===== config.mk =====
export PLATFORM = sky130hd
export DESIGN_NAME = axis_axil_master_flat
export DESIGN_NICKNAME = d
export VERILOG_FILES = /design/src/rtl/axis_axil_pkg.sv /design/src/rtl/axis_axil_master_if.sv /design/src/rtl/axis_axil_tmo.sv /design/src/rtl/axis_axil_master.sv /design/src/flat_wrapper.sv
export SDC_FILE = /design/constraint.sdc
export NUM_CORES = 1
export LEC_CHECK = 0
export ABC_CLOCK_PERIOD_IN_PS = 1900
export CAP_MARGIN = 0
export CORE_MARGIN = 3
export CORE_UTILIZATION = 39
export DETAILED_ROUTE_END_ITERATION = 10
export PLACE_DENSITY = 0.81
export SYNTH_ARGS = -nofsm -noshare
export SYNTH_HDL_FRONTEND = slang
export SYNTH_SLANG_ARGS = --single-unit

===== constraint.sdc =====
create_clock -name axi_clk -period 1.9 [get_ports axi_clk]
set_input_delay 0.285 -clock axi_clk [delete_from_list [all_inputs] [get_ports axi_clk]]
set_output_delay 0.285 -clock axi_clk [all_outputs]
set_load 0.02 [all_outputs]

===== src/rtl/axis_axil_pkg.sv =====
// Shared encodings, constants and the FSM state type for the
// stream-to-AXI-Lite request replay stage.
package axis_axil_pkg;

  // Request beat0 type codes and completion type codes on tuser.
  localparam logic [1:0] TU_WR      = 2'b01;
  localparam logic [1:0] TU_RD      = 2'b10;
  localparam logic [1:0] TU_CPL     = 2'b11;
  localparam logic [1:0] TU_CPL_ERR = 2'b10;

  // Location of the byte strobes inside request beat0.
  localparam int WSTRB_MSB = 31;
  localparam int WSTRB_LSB = 28;

  // Payload returned when a read never receives rvalid.
  localparam logic [31:0] DEAD_DATA = 32'hDEAD_BEEF;

  typedef enum logic [2:0] {
    ST_IDLE,
    ST_WR_BEAT,
    ST_WR_ISSUE,
    ST_WR_RESP,
    ST_RD_ISSUE,
    ST_RD_DATA,
    ST_CPL,
    ST_DRAIN
  } state_t;

  // Increment that sticks at all-ones instead of wrapping.
  function automatic logic [7:0] sat_inc(input logic [7:0] v);
    return (v == 8'hFF) ? v : v + 8'd1;
  endfunction

endpackage


===== src/rtl/axis_axil_master_if.sv =====
// Bundle of the request stream, the AXI-Lite master bus and the
// completion stream. The master modport is the bridge stage itself,
// the slave modport is whatever sits around it.
interface axis_axil_master_if #(
  parameter int ADDR_WIDTH = 15
);
  // request stream
  logic                  s_tvalid;
  logic                  s_tready;
  logic [31:0]           s_tdata;
  logic [1:0]            s_tuser;
  logic                  s_tlast;
  // AXI-Lite write address / data / response
  logic                  m_awvalid;
  logic                  m_awready;
  logic [ADDR_WIDTH-1:0] m_awaddr;
  logic                  m_wvalid;
  logic                  m_wready;
  logic [31:0]           m_wdata;
  logic [3:0]            m_wstrb;
  logic                  m_bvalid;
  logic                  m_bready;
  // AXI-Lite read address / data
  logic                  m_arvalid;
  logic                  m_arready;
  logic [ADDR_WIDTH-1:0] m_araddr;
  logic                  m_rvalid;
  logic                  m_rready;
  logic [31:0]           m_rdata;
  // completion stream
  logic                  c_tvalid;
  logic                  c_tready;
  logic [31:0]           c_tdata;
  logic [1:0]            c_tuser;
  logic                  c_tlast;

  modport master (
    input  s_tvalid, s_tdata, s_tuser, s_tlast,
    output s_tready,
    output m_awvalid, m_awaddr, m_wvalid, m_wdata, m_wstrb, m_bready,
    input  m_awready, m_wready, m_bvalid,
    output m_arvalid, m_araddr, m_rready,
    input  m_arready, m_rvalid, m_rdata,
    output c_tvalid, c_tdata, c_tuser, c_tlast,
    input  c_tready
  );

  modport slave (
    output s_tvalid, s_tdata, s_tuser, s_tlast,
    input  s_tready,
    input  m_awvalid, m_awaddr, m_wvalid, m_wdata, m_wstrb, m_bready,
    output m_awready, m_wready, m_bvalid,
    input  m_arvalid, m_araddr, m_rready,
    output m_arready, m_rvalid, m_rdata,
    input  c_tvalid, c_tdata, c_tuser, c_tlast,
    output c_tready
  );

endinterface


===== src/rtl/axis_axil_tmo.sv =====
// Response watchdog: restarts from zero on start, counts while the
// FSM waits for a slave response, and flags expiry at the limit.
module axis_axil_tmo #(
  parameter int TIMEOUT_CYC = 1023
) (
  input  logic axi_clk,
  input  logic axi_reset_n,
  input  logic start,
  input  logic wait_active,
  output logic expired
);

  localparam logic [9:0] LIMIT = 10'(TIMEOUT_CYC);

  logic [9:0] cnt_reg;

  // Count waiting cycles; hold at the limit so expiry stays visible.
  always_ff @(posedge axi_clk) begin
    if (!axi_reset_n) begin
      cnt_reg <= '0;
    end else if (start) begin
      cnt_reg <= '0;
    end else if (wait_active && (cnt_reg != LIMIT)) begin
      cnt_reg <= cnt_reg + 10'd1;
    end
  end

  assign expired = wait_active && (cnt_reg == LIMIT);

endmodule


===== src/rtl/axis_axil_master.sv =====
// Replays request packets from the bridge stream as single AXI-Lite
// transactions and returns read data as one-beat completions. Only one
// transaction is in flight; the request stream stalls while busy.
module axis_axil_master
  import axis_axil_pkg::*;
#(
  parameter int ADDR_WIDTH  = 15,
  parameter int TIMEOUT_CYC = 1023
) (
  input  logic                axi_clk,
  input  logic                axi_reset_n,
  axis_axil_master_if.master  bus,
  output logic [7:0]          err_cnt,
  output logic                busy
);

  state_t                state_reg, state_next;
  logic [ADDR_WIDTH-1:0] addr_reg;
  logic [3:0]            wstrb_reg;
  logic [31:0]           wdata_reg;
  logic [31:0]           cdata_reg;
  logic [1:0]            cuser_reg;
  logic                  clast_reg;
  logic                  aw_done_reg, w_done_reg;
  logic [7:0]            err_cnt_reg;

  logic s_ready_c, awvalid_c, wvalid_c, bready_c, arvalid_c, rready_c, cvalid_c;
  logic load_addr, load_wstrb, load_wdata, load_rdata, load_dead, err_inc;
  logic tmo_start, tmo_wait, tmo_expired;

  // State register.
  always_ff @(posedge axi_clk) begin
    if (!axi_reset_n) state_reg <= ST_IDLE;
    else              state_reg <= state_next;
  end

  // Next-state, handshake outputs and datapath load strobes.
  always_comb begin
    state_next = state_reg;
    s_ready_c  = 1'b0;
    awvalid_c  = 1'b0;
    wvalid_c   = 1'b0;
    bready_c   = 1'b0;
    arvalid_c  = 1'b0;
    rready_c   = 1'b0;
    cvalid_c   = 1'b0;
    load_addr  = 1'b0;
    load_wstrb = 1'b0;
    load_wdata = 1'b0;
    load_rdata = 1'b0;
    load_dead  = 1'b0;
    err_inc    = 1'b0;
    case (state_reg)
      ST_IDLE: begin
        s_ready_c = 1'b1;
        if (bus.s_tvalid) begin
          if (bus.s_tuser == TU_WR && !bus.s_tlast) begin
            load_addr  = 1'b1;
            load_wstrb = 1'b1;
            state_next = ST_WR_BEAT;
          end else if (bus.s_tuser == TU_RD && bus.s_tlast) begin
            load_addr  = 1'b1;
            state_next = ST_RD_ISSUE;
          end else begin
            // Malformed head: drop the rest of the packet if any remains.
            err_inc    = 1'b1;
            state_next = bus.s_tlast ? ST_IDLE : ST_DRAIN;
          end
        end
      end
      ST_WR_BEAT: begin
        s_ready_c = 1'b1;
        if (bus.s_tvalid) begin
          load_wdata = 1'b1;
          if (bus.s_tlast) begin
            state_next = ST_WR_ISSUE;
          end else begin
            err_inc    = 1'b1;
            state_next = ST_DRAIN;
          end
        end
      end
      ST_WR_ISSUE: begin
        // AW and W complete independently; leave once both have.
        awvalid_c = !aw_done_reg;
        wvalid_c  = !w_done_reg;
        if ((aw_done_reg || bus.m_awready) && (w_done_reg || bus.m_wready))
          state_next = ST_WR_RESP;
      end
      ST_WR_RESP: begin
        bready_c = 1'b1;
        if (bus.m_bvalid) begin
          state_next = ST_IDLE;
        end else if (tmo_expired) begin
          err_inc    = 1'b1;
          state_next = ST_IDLE;
        end
      end
      ST_RD_ISSUE: begin
        arvalid_c = 1'b1;
        if (bus.m_arready) state_next = ST_RD_DATA;
      end
      ST_RD_DATA: begin
        rready_c = 1'b1;
        if (bus.m_rvalid) begin
          load_rdata = 1'b1;
          state_next = ST_CPL;
        end else if (tmo_expired) begin
          err_inc    = 1'b1;
          load_dead  = 1'b1;
          state_next = ST_CPL;
        end
      end
      ST_CPL: begin
        cvalid_c = 1'b1;
        if (bus.c_tready) state_next = ST_IDLE;
      end
      ST_DRAIN: begin
        s_ready_c = 1'b1;
        if (bus.s_tvalid && bus.s_tlast) state_next = ST_IDLE;
      end
      default: state_next = ST_IDLE;
    endcase
  end

  // Request fields and completion payload registers.
  always_ff @(posedge axi_clk) begin
    if (!axi_reset_n) begin
      addr_reg  <= '0;
      wstrb_reg <= '0;
      wdata_reg <= '0;
      cdata_reg <= '0;
      cuser_reg <= '0;
      clast_reg <= 1'b0;
    end else begin
      if (load_addr)  addr_reg  <= bus.s_tdata[ADDR_WIDTH-1:0];
      if (load_wstrb) wstrb_reg <= bus.s_tdata[WSTRB_MSB:WSTRB_LSB];
      if (load_wdata) wdata_reg <= bus.s_tdata;
      if (load_rdata) begin
        cdata_reg <= bus.m_rdata;
        cuser_reg <= TU_CPL;
        clast_reg <= 1'b1;
      end else if (load_dead) begin
        cdata_reg <= DEAD_DATA;
        cuser_reg <= TU_CPL_ERR;
        clast_reg <= 1'b1;
      end
    end
  end

  // Per-channel done flags for the write issue phase.
  always_ff @(posedge axi_clk) begin
    if (!axi_reset_n || state_next != ST_WR_ISSUE) begin
      aw_done_reg <= 1'b0;
      w_done_reg  <= 1'b0;
    end else begin
      if (awvalid_c && bus.m_awready) aw_done_reg <= 1'b1;
      if (wvalid_c && bus.m_wready)   w_done_reg  <= 1'b1;
    end
  end

  // Saturating error counter.
  always_ff @(posedge axi_clk) begin
    if (!axi_reset_n)  err_cnt_reg <= '0;
    else if (err_inc)  err_cnt_reg <= sat_inc(err_cnt_reg);
  end

  assign tmo_start = (state_next == ST_WR_RESP && state_reg != ST_WR_RESP) ||
                     (state_next == ST_RD_DATA && state_reg != ST_RD_DATA);
  assign tmo_wait  = (state_reg == ST_WR_RESP) || (state_reg == ST_RD_DATA);

  axis_axil_tmo #(
    .TIMEOUT_CYC (TIMEOUT_CYC)
  ) u_tmo (
    .axi_clk     (axi_clk),
    .axi_reset_n (axi_reset_n),
    .start       (tmo_start),
    .wait_active (tmo_wait),
    .expired     (tmo_expired)
  );

  // Handshakes are forced low while reset is held so nothing is offered
  // or accepted during reset, including s_tready which IDLE would raise.
  assign bus.s_tready  = s_ready_c && axi_reset_n;
  assign bus.m_awvalid = awvalid_c && axi_reset_n;
  assign bus.m_wvalid  = wvalid_c  && axi_reset_n;
  assign bus.m_bready  = bready_c  && axi_reset_n;
  assign bus.m_arvalid = arvalid_c && axi_reset_n;
  assign bus.m_rready  = rready_c  && axi_reset_n;
  assign bus.c_tvalid  = cvalid_c  && axi_reset_n;

  assign bus.m_awaddr = addr_reg;
  assign bus.m_araddr = addr_reg;
  assign bus.m_wdata  = wdata_reg;
  assign bus.m_wstrb  = wstrb_reg;
  assign bus.c_tdata  = cdata_reg;
  assign bus.c_tuser  = cuser_reg;
  assign bus.c_tlast  = clast_reg;

  assign err_cnt = err_cnt_reg;
  assign busy    = (state_reg != ST_IDLE);

endmodule


===== src/flat_wrapper.sv =====
// flat-port wrapper written by rule: the top's interface ports become plain ports
module axis_axil_master_flat import axis_axil_pkg::*;
#(
  parameter int ADDR_WIDTH  = 15,
  parameter int TIMEOUT_CYC = 1023
)
  (axi_clk, axi_reset_n, err_cnt, busy, bus_s_tvalid, bus_s_tdata, bus_s_tuser, bus_s_tlast, bus_s_tready, bus_m_awvalid, bus_m_awaddr, bus_m_wvalid, bus_m_wdata, bus_m_wstrb, bus_m_bready, bus_m_awready, bus_m_wready, bus_m_bvalid, bus_m_arvalid, bus_m_araddr, bus_m_rready, bus_m_arready, bus_m_rvalid, bus_m_rdata, bus_c_tvalid, bus_c_tdata, bus_c_tuser, bus_c_tlast, bus_c_tready);
  axis_axil_master_if #(.ADDR_WIDTH(ADDR_WIDTH)) bus_i ();
  input  logic axi_clk;
  input  logic axi_reset_n;
  output logic [7:0] err_cnt;
  output logic busy;
  input wire logic [$bits(bus_i.s_tvalid)-1:0] bus_s_tvalid;
  input wire logic [$bits(bus_i.s_tdata)-1:0] bus_s_tdata;
  input wire logic [$bits(bus_i.s_tuser)-1:0] bus_s_tuser;
  input wire logic [$bits(bus_i.s_tlast)-1:0] bus_s_tlast;
  output wire logic [$bits(bus_i.s_tready)-1:0] bus_s_tready;
  output wire logic [$bits(bus_i.m_awvalid)-1:0] bus_m_awvalid;
  output wire logic [$bits(bus_i.m_awaddr)-1:0] bus_m_awaddr;
  output wire logic [$bits(bus_i.m_wvalid)-1:0] bus_m_wvalid;
  output wire logic [$bits(bus_i.m_wdata)-1:0] bus_m_wdata;
  output wire logic [$bits(bus_i.m_wstrb)-1:0] bus_m_wstrb;
  output wire logic [$bits(bus_i.m_bready)-1:0] bus_m_bready;
  input wire logic [$bits(bus_i.m_awready)-1:0] bus_m_awready;
  input wire logic [$bits(bus_i.m_wready)-1:0] bus_m_wready;
  input wire logic [$bits(bus_i.m_bvalid)-1:0] bus_m_bvalid;
  output wire logic [$bits(bus_i.m_arvalid)-1:0] bus_m_arvalid;
  output wire logic [$bits(bus_i.m_araddr)-1:0] bus_m_araddr;
  output wire logic [$bits(bus_i.m_rready)-1:0] bus_m_rready;
  input wire logic [$bits(bus_i.m_arready)-1:0] bus_m_arready;
  input wire logic [$bits(bus_i.m_rvalid)-1:0] bus_m_rvalid;
  input wire logic [$bits(bus_i.m_rdata)-1:0] bus_m_rdata;
  output wire logic [$bits(bus_i.c_tvalid)-1:0] bus_c_tvalid;
  output wire logic [$bits(bus_i.c_tdata)-1:0] bus_c_tdata;
  output wire logic [$bits(bus_i.c_tuser)-1:0] bus_c_tuser;
  output wire logic [$bits(bus_i.c_tlast)-1:0] bus_c_tlast;
  input wire logic [$bits(bus_i.c_tready)-1:0] bus_c_tready;
  assign bus_i.s_tvalid = bus_s_tvalid;
  assign bus_i.s_tdata = bus_s_tdata;
  assign bus_i.s_tuser = bus_s_tuser;
  assign bus_i.s_tlast = bus_s_tlast;
  assign bus_s_tready = bus_i.s_tready;
  assign bus_m_awvalid = bus_i.m_awvalid;
  assign bus_m_awaddr = bus_i.m_awaddr;
  assign bus_m_wvalid = bus_i.m_wvalid;
  assign bus_m_wdata = bus_i.m_wdata;
  assign bus_m_wstrb = bus_i.m_wstrb;
  assign bus_m_bready = bus_i.m_bready;
  assign bus_i.m_awready = bus_m_awready;
  assign bus_i.m_wready = bus_m_wready;
  assign bus_i.m_bvalid = bus_m_bvalid;
  assign bus_m_arvalid = bus_i.m_arvalid;
  assign bus_m_araddr = bus_i.m_araddr;
  assign bus_m_rready = bus_i.m_rready;
  assign bus_i.m_arready = bus_m_arready;
  assign bus_i.m_rvalid = bus_m_rvalid;
  assign bus_i.m_rdata = bus_m_rdata;
  assign bus_c_tvalid = bus_i.c_tvalid;
  assign bus_c_tdata = bus_i.c_tdata;
  assign bus_c_tuser = bus_i.c_tuser;
  assign bus_c_tlast = bus_i.c_tlast;
  assign bus_i.c_tready = bus_c_tready;
  axis_axil_master #(.ADDR_WIDTH(ADDR_WIDTH), .TIMEOUT_CYC(TIMEOUT_CYC)) u_core (.axi_clk(axi_clk), .axi_reset_n(axi_reset_n), .bus(bus_i), .err_cnt(err_cnt), .busy(busy));
endmodule

# After elaboration in Yosys (flattened, before gate mapping)
# Index checks and enable logic that the tools add are counted.
[op_classes]
add_sub_neg = 2
eq_ne = 17
n_mux = 49
n_bitwise = 2
n_reduce_logical = 32
[op_table]
columns = ["cell", "n"]
rows = [
  ["$mux 32", 2],
  ["$mux 3", 14],
  ["$mux 1", 29],
  ["$pmux 3 s8", 1],
  ["$logic_and 1x1->1", 17],
  ["$eq 3x3->1 const B", 5],
  ["$add 10x1->10 const B", 1],
  ["$eq 10x10->1 const B", 1],
  ["$ne 10x10->1 const B", 1],
  ["$eq 3x2->1 const B", 3],
  ["$add 8x1->8 const B", 1],
  ["$eq 8x8->1 const B", 1],
  ["$ne 3x2->1 const B", 2],
  ["$logic_or 1x1->1", 5],
  ["$logic_not 1->1", 4],
  ["$mux 2", 2],
  ["$pmux 1 s4", 1],
  ["$eq 3x1->1 const B", 1],
  ["$logic_not 3->1", 1],
  ["$ne 3x3->1 const B", 1],
  ["$reduce_bool 3->1", 1],
  ["$reduce_or 3->1", 1],
  ["$eq 2x1->1 const B", 1],
  ["$eq 2x2->1 const B", 1],
  ["4 further kinds", 5],
]
[totals]
register_bits = 109
inputBits = 76
out_inout_bits = 117
wordCells = 113

# Longest topological paths before layout
[depth]
ltp_word = 10
depth_mapped = 8
depth_no_buf = 7

# Cells and area by module
# A second synthesis with hierarchy kept.
[hier_totals]
hier_cells = 532
area_unflattened_um2 = 4516.8
[by_module_without_submodules]
columns = ["mod", "n_inst", "cells_each", "area_per_inst_um2", "seq_area_each_um2"]
rows = [
  ["axis_axil_master", 1, 463, 3935.0, 1961.9],
  ["axis_axil_tmo", 1, 69, 581.8, 200.2],
]

# Worst setup path before layout
# OpenSTA, ideal clock, no wires.
[synth_timing]
path_type = "reg2reg"
start = "register u_core.u_tmo.cnt_reg[0]"
end = "register u_core.u_tmo.cnt_reg[1]"
setup_ns = 0.126
arrival_time_ns = 1.934
required_ns = 1.774
path_slack_ns = -0.160
stages_incl_launch_ff = 9
n_path_buf = 1
period_less_slack_ns = 2.060
cell_sequence = "dfxtp_1 ha_1 inv_1 or3_1 buf_2 a2111oi_4 o211ai_1 a21boi_4 nor3b_1"
[synth_via]
elab_chain_len = 9
elab_cells_between_ends = 16
classes_between = "add/sub (1); eq/ne (4); mux (5); reduce/logical (6)"
[synth_lines]
columns = ["element", "line", "source"]
rows = [
  ["from (decl)", "axis_axil_tmo.sv:15", "logic [9:0] cnt_reg;"],
  ["from (signal assigned)", "axis_axil_tmo.sv:24", "cnt_reg <= cnt_reg + 10'd1;"],
  ["$eq 10x10->1", "axis_axil_tmo.sv:28", "assign expired = wait_active && (cnt_reg == LIMIT);"],
  ["$logic_and 1x1->1", "axis_axil_tmo.sv:28", ""],
  ["$mux 3, on equally long branches", "axis_axil_master.sv:108, axis_axil_master.sv:94", ""],
  ["$mux 3, on equally long branches", "axis_axil_master.sv:105, axis_axil_master.sv:92", ""],
  ["$pmux 3 s8", "axis_axil_master.sv:53", "case (state_reg)"],
  ["$eq 3x2->1 / $eq 3x3->1 (equally long branches)", "axis_axil_master.sv:168, axis_axil_master.sv:169", ""],
  ["$logic_and 1x1->1, on equally long branches", "axis_axil_master.sv:168, axis_axil_master.sv:169", ""],
  ["$logic_or 1x1->1", "axis_axil_master.sv:168", "assign tmo_start = (state_next == ST_WR_RESP && state_reg != ST_WR_RESP) ||"],
  ["$reduce_or 2->1 (no source line)", "-", ""],
]
# Parallel ways exist; a longest one is shown, timed or not.
# A chain may end at the register's enable or synchronous reset.

# Worst setup path in the final report
[layout_timing]
start = "register u_core.u_tmo.cnt_reg[1]"
end = "register u_core.err_cnt_reg[4] (netlist: u_core.err_cnt[4])"
[layout_via]
elab_chain_len = 6
elab_cells_between_ends = 7
classes_between = "eq/ne (1); mux (4); reduce/logical (2)"
[layout_lines]
columns = ["element", "line", "source"]
rows = [
  ["$eq 10x10->1 (*)", "axis_axil_tmo.sv:28", ""],
  ["$logic_and 1x1->1 (*)", "axis_axil_tmo.sv:28", ""],
  ["$mux 1 (*)", "axis_axil_master.sv:94, axis_axil_master.sv:108", ""],
  ["$mux 1, on equally long branches", "axis_axil_master.sv:105, axis_axil_master.sv:92", ""],
  ["$pmux 1 s4 (*)", "axis_axil_master.sv:53", ""],
  ["$reduce_and 2->1 (no source line) (*)", "-", ""],
  ["to (signal assigned)", "axis_axil_master.sv:165", "else if (err_inc) err_cnt_reg <= sat_inc(err_cnt_reg);"],
  ["to (decl)", "axis_axil_master.sv:25", "logic [7:0] err_cnt_reg;"],
]
# Every way passes the cells marked *; elsewhere a longest branch is shown, timed or not.

==> results.json <==
{
  "syn_inst": 506,
  "num_antenna_cells": 0,
  "cts_buffers": 9,
  "stdcell_count": 877,
  "synth-async-reset-ratio_pct": 0,
  "rsz0062_at_grt": "true",
  "crit_arrival_ns": 2.33,
  "antenna_found_initial": 0,
  "cts.sinks": 108,
  "first_global_vias": 4721,
  "grt_max_degree": 69,
  "synthesis.area_um2": 4668,
  "wl_per_cell_um": 16.69,
  "syn_to_final_growth_pct": 61.48,
  "start_util_pct": 40.37,
  "path_class": "register to register",
  "path_cells": "ha_4 -> inv_2 -> or3_4 -> buf_4 -> buf_6 -> a2bb2oi_4 -> buf_6 -> nor4b_4 -> xor2_1 -> and2_1",
  "cts_root_buf": "clkbuf_16",
  "dp_cells": 851,
  "finalCriticalPeriod_ns": 2.089,
  "place.gp.congestion": 0.8567,
  "ys_seq_elements": 108,
  "worst_ep_required_time_ns": 2.14,
  "grt_overflow": 0,
  "slew_headroom_pct": 58.74,
  "dieWidth_um": 115.4,
  "met1_length_mm": 5.647,
  "pre_cts_ws_ns": -0.4889,
  "critPathLaunchType": "register",
  "synthDistinctLibCells": 48,
  "drv_slew": 0,
  "drcViolationCount": 0,
  "synth_flop_cell": "dfxtp_1",
  "final_core_util_pct": 65.18,
  "p_leak_uw": 0.002895,
  "die_area_um2": 13320,
  "fin_tns_setup_ns": -3.392,
  "firstDrtPassIters": 4,
  "routed_wl_mm": 14.63,
  "pin_count": 193,
  "synth_warnings": 0,
  "die_h_um": 115.4,
  "htreeDepth": 3,
  "skew_ns": 0.006263,
  "mostFrequentLayoutCells": "clkdlybuf4s50_1, dfxtp_1, nand2_1, buf_4, a21boi_0",
  "finalSetupViolCount": 43,
  "first_iter_violations": 214,
  "path_clk_slew_ns": 0.07,
  "crit_family": "simple AND/OR/NAND/NOR gates",
  "path_max_fanout": 6,
  "violations": "setup timing",
  "setup_ws_ns": -0.1888,
  "via_per_inst": 5.255,
  "synth_nets": 584,
  "hold_viol_final": 0,
  "wl_met3_mm": 1.279,
  "crit_slowest_cell": "or3_4",
  "core_um2": 11560,
  "crit_top_cell": "buf_6",
  "insertion_delay_ns": 0.34,
  "tightest_slew_ns": 0.6166,
  "top_layer_used": "met4",
  "layout_commonest_cell": "clkdlybuf4s50_1",
  "max_freq_mhz": 478.7,
  "cts_tree": "built",
  "p_per_area_nw_per_um2": 855.9,
  "num_vias": 4609,
  "drive_gt1_share_pct": 20.98,
  "num_rows": 39,
  "critical-path-max-stage-delay_ns": 0.40,
  "final_antenna_net_count": 0,
  "maxCapViolations": 0,
  "clockBufferDepth": 2,
  "syn_avg_cell_area_um2": 9.226,
  "cp-end-kind": "register",
  "fill_cells": 875,
  "min_path_type": "input port to register",
  "final_area_um2": 7538,
  "post-route-period-util_pct": 109.9,
  "grt_usage_pct": 21.26,
  "grt_first_pass_wirelength_mm": 22.60,
  "port_buffers": 192,
  "post_dp_cell_area_um2": 7047,
  "met2RoutedLength_mm": 7.226,
  "vdd_drop_max_mv": 0.6780,
  "seq_area_frac_synth_pct": 46.31,
  "nets": 807,
  "dp_hpwl_mm": 10.48,
  "critPathBufInv": 4,
  "outcome": "complete, but fails checks",
  "synth_edf_count": 0
}
[path summary, 6_finish.rpt]
check                           from                     end  slack, ns  cells after the start
max          u_core.u_tmo.cnt_reg[1]       u_core.err_cnt[4]      -0.19                     10
min                      axi_reset_n  u_core.bus.c_tdata[17]       0.32                      2
max reg2reg  u_core.u_tmo.cnt_reg[1]       u_core.err_cnt[4]      -0.19                     10
min reg2reg    u_core.bus.m_wdata[6]   u_core.bus.m_wdata[6]       0.46                      2
[cell usage after synthesis, types with 3 or more instances]
library cell	number	share of area, %
clkbuf_1	20	1.6
nand2_1	90	7.2
a21oi_1	4	0.43
mux2i_1	23	4.9
xnor2_1	3	0.56
a21boi_0	36	5.8
and2_1	10	1.3
a22oi_1	8	1.3
nor4b_1	3	0.56
xor2_1	9	1.7
nor2_1	28	2.3
dfxtp_1	108	46
nand2b_1	7	0.94
nor3_1	7	0.75
nand3_1	7	0.75
buf_4	17	2.7
nor3b_1	4	0.64
nor2b_1	32	4.3
o221a_2	24	5.8
buf_2	10	1.1
inv_1	5	0.40
nand4_1	6	0.80
o21ai_0	12	1.3
[through the flow]
stage | power (µW) | hold slack (ns)
after global routing | 6739 | 0.3295
after CTS | 6444 | 0.3047
after global placement | 4467 | 0.4495
after detailed placement | 4531 | 0.4590
after floorplan | 3559 | 0.4244
final | 6452 | 0.3240
[logic make-up after synthesis]
family / share of synthesized area [%]
muxes: 4.932
AOI/OAI and AO/OA: 17.85
xor gates and xnor gates: 2.252
DFF: 46.31
buffers and inverters: 5.896
and+or+nand+nor: 22.00
adders and majority gates: 0.7504
[power breakdown]
group	switching (µW)	leakage, µW	internal (µW)
logic	1060	0.00187	1050
clock network	802	0.000142	996
registers	119	0.000880	2430
total	1980	0.00289	4470
[layout make-up]
class | count | area [µm²] | share of cell area [%]
Tap cell | 143 | 178.9 | 2.373
Clock inverter | 3 | 18.77 | 0.2490
Clock buffer | 13 | 270.3 | 3.585
Multi-Input combinational cell | 346 | 2385 | 31.63
Sequential cell | 108 | 2180 | 28.91
Inverter | 5 | 18.77 | 0.2490
Timing Repair Buffer | 259 | 2487 | 33.00
[routing by layer]
metal	global-route usage (%)	up-vias
met5	0	-
met4	9.546	0
met3	8.053	36
met2	37.23	197
met1	22.71	2185
li1	-	2191
[timing repair]
action	4_1_cts	5_1_grt
setup endpoints to repair	28	26
pin swaps	24	8
endpoints found under the hold margin	0	0
gates cloned	1	0
buffers inserted	6	4
gates resized for setup	47	14
hold buffers	0	0
(Power assumes the default switching activity.)
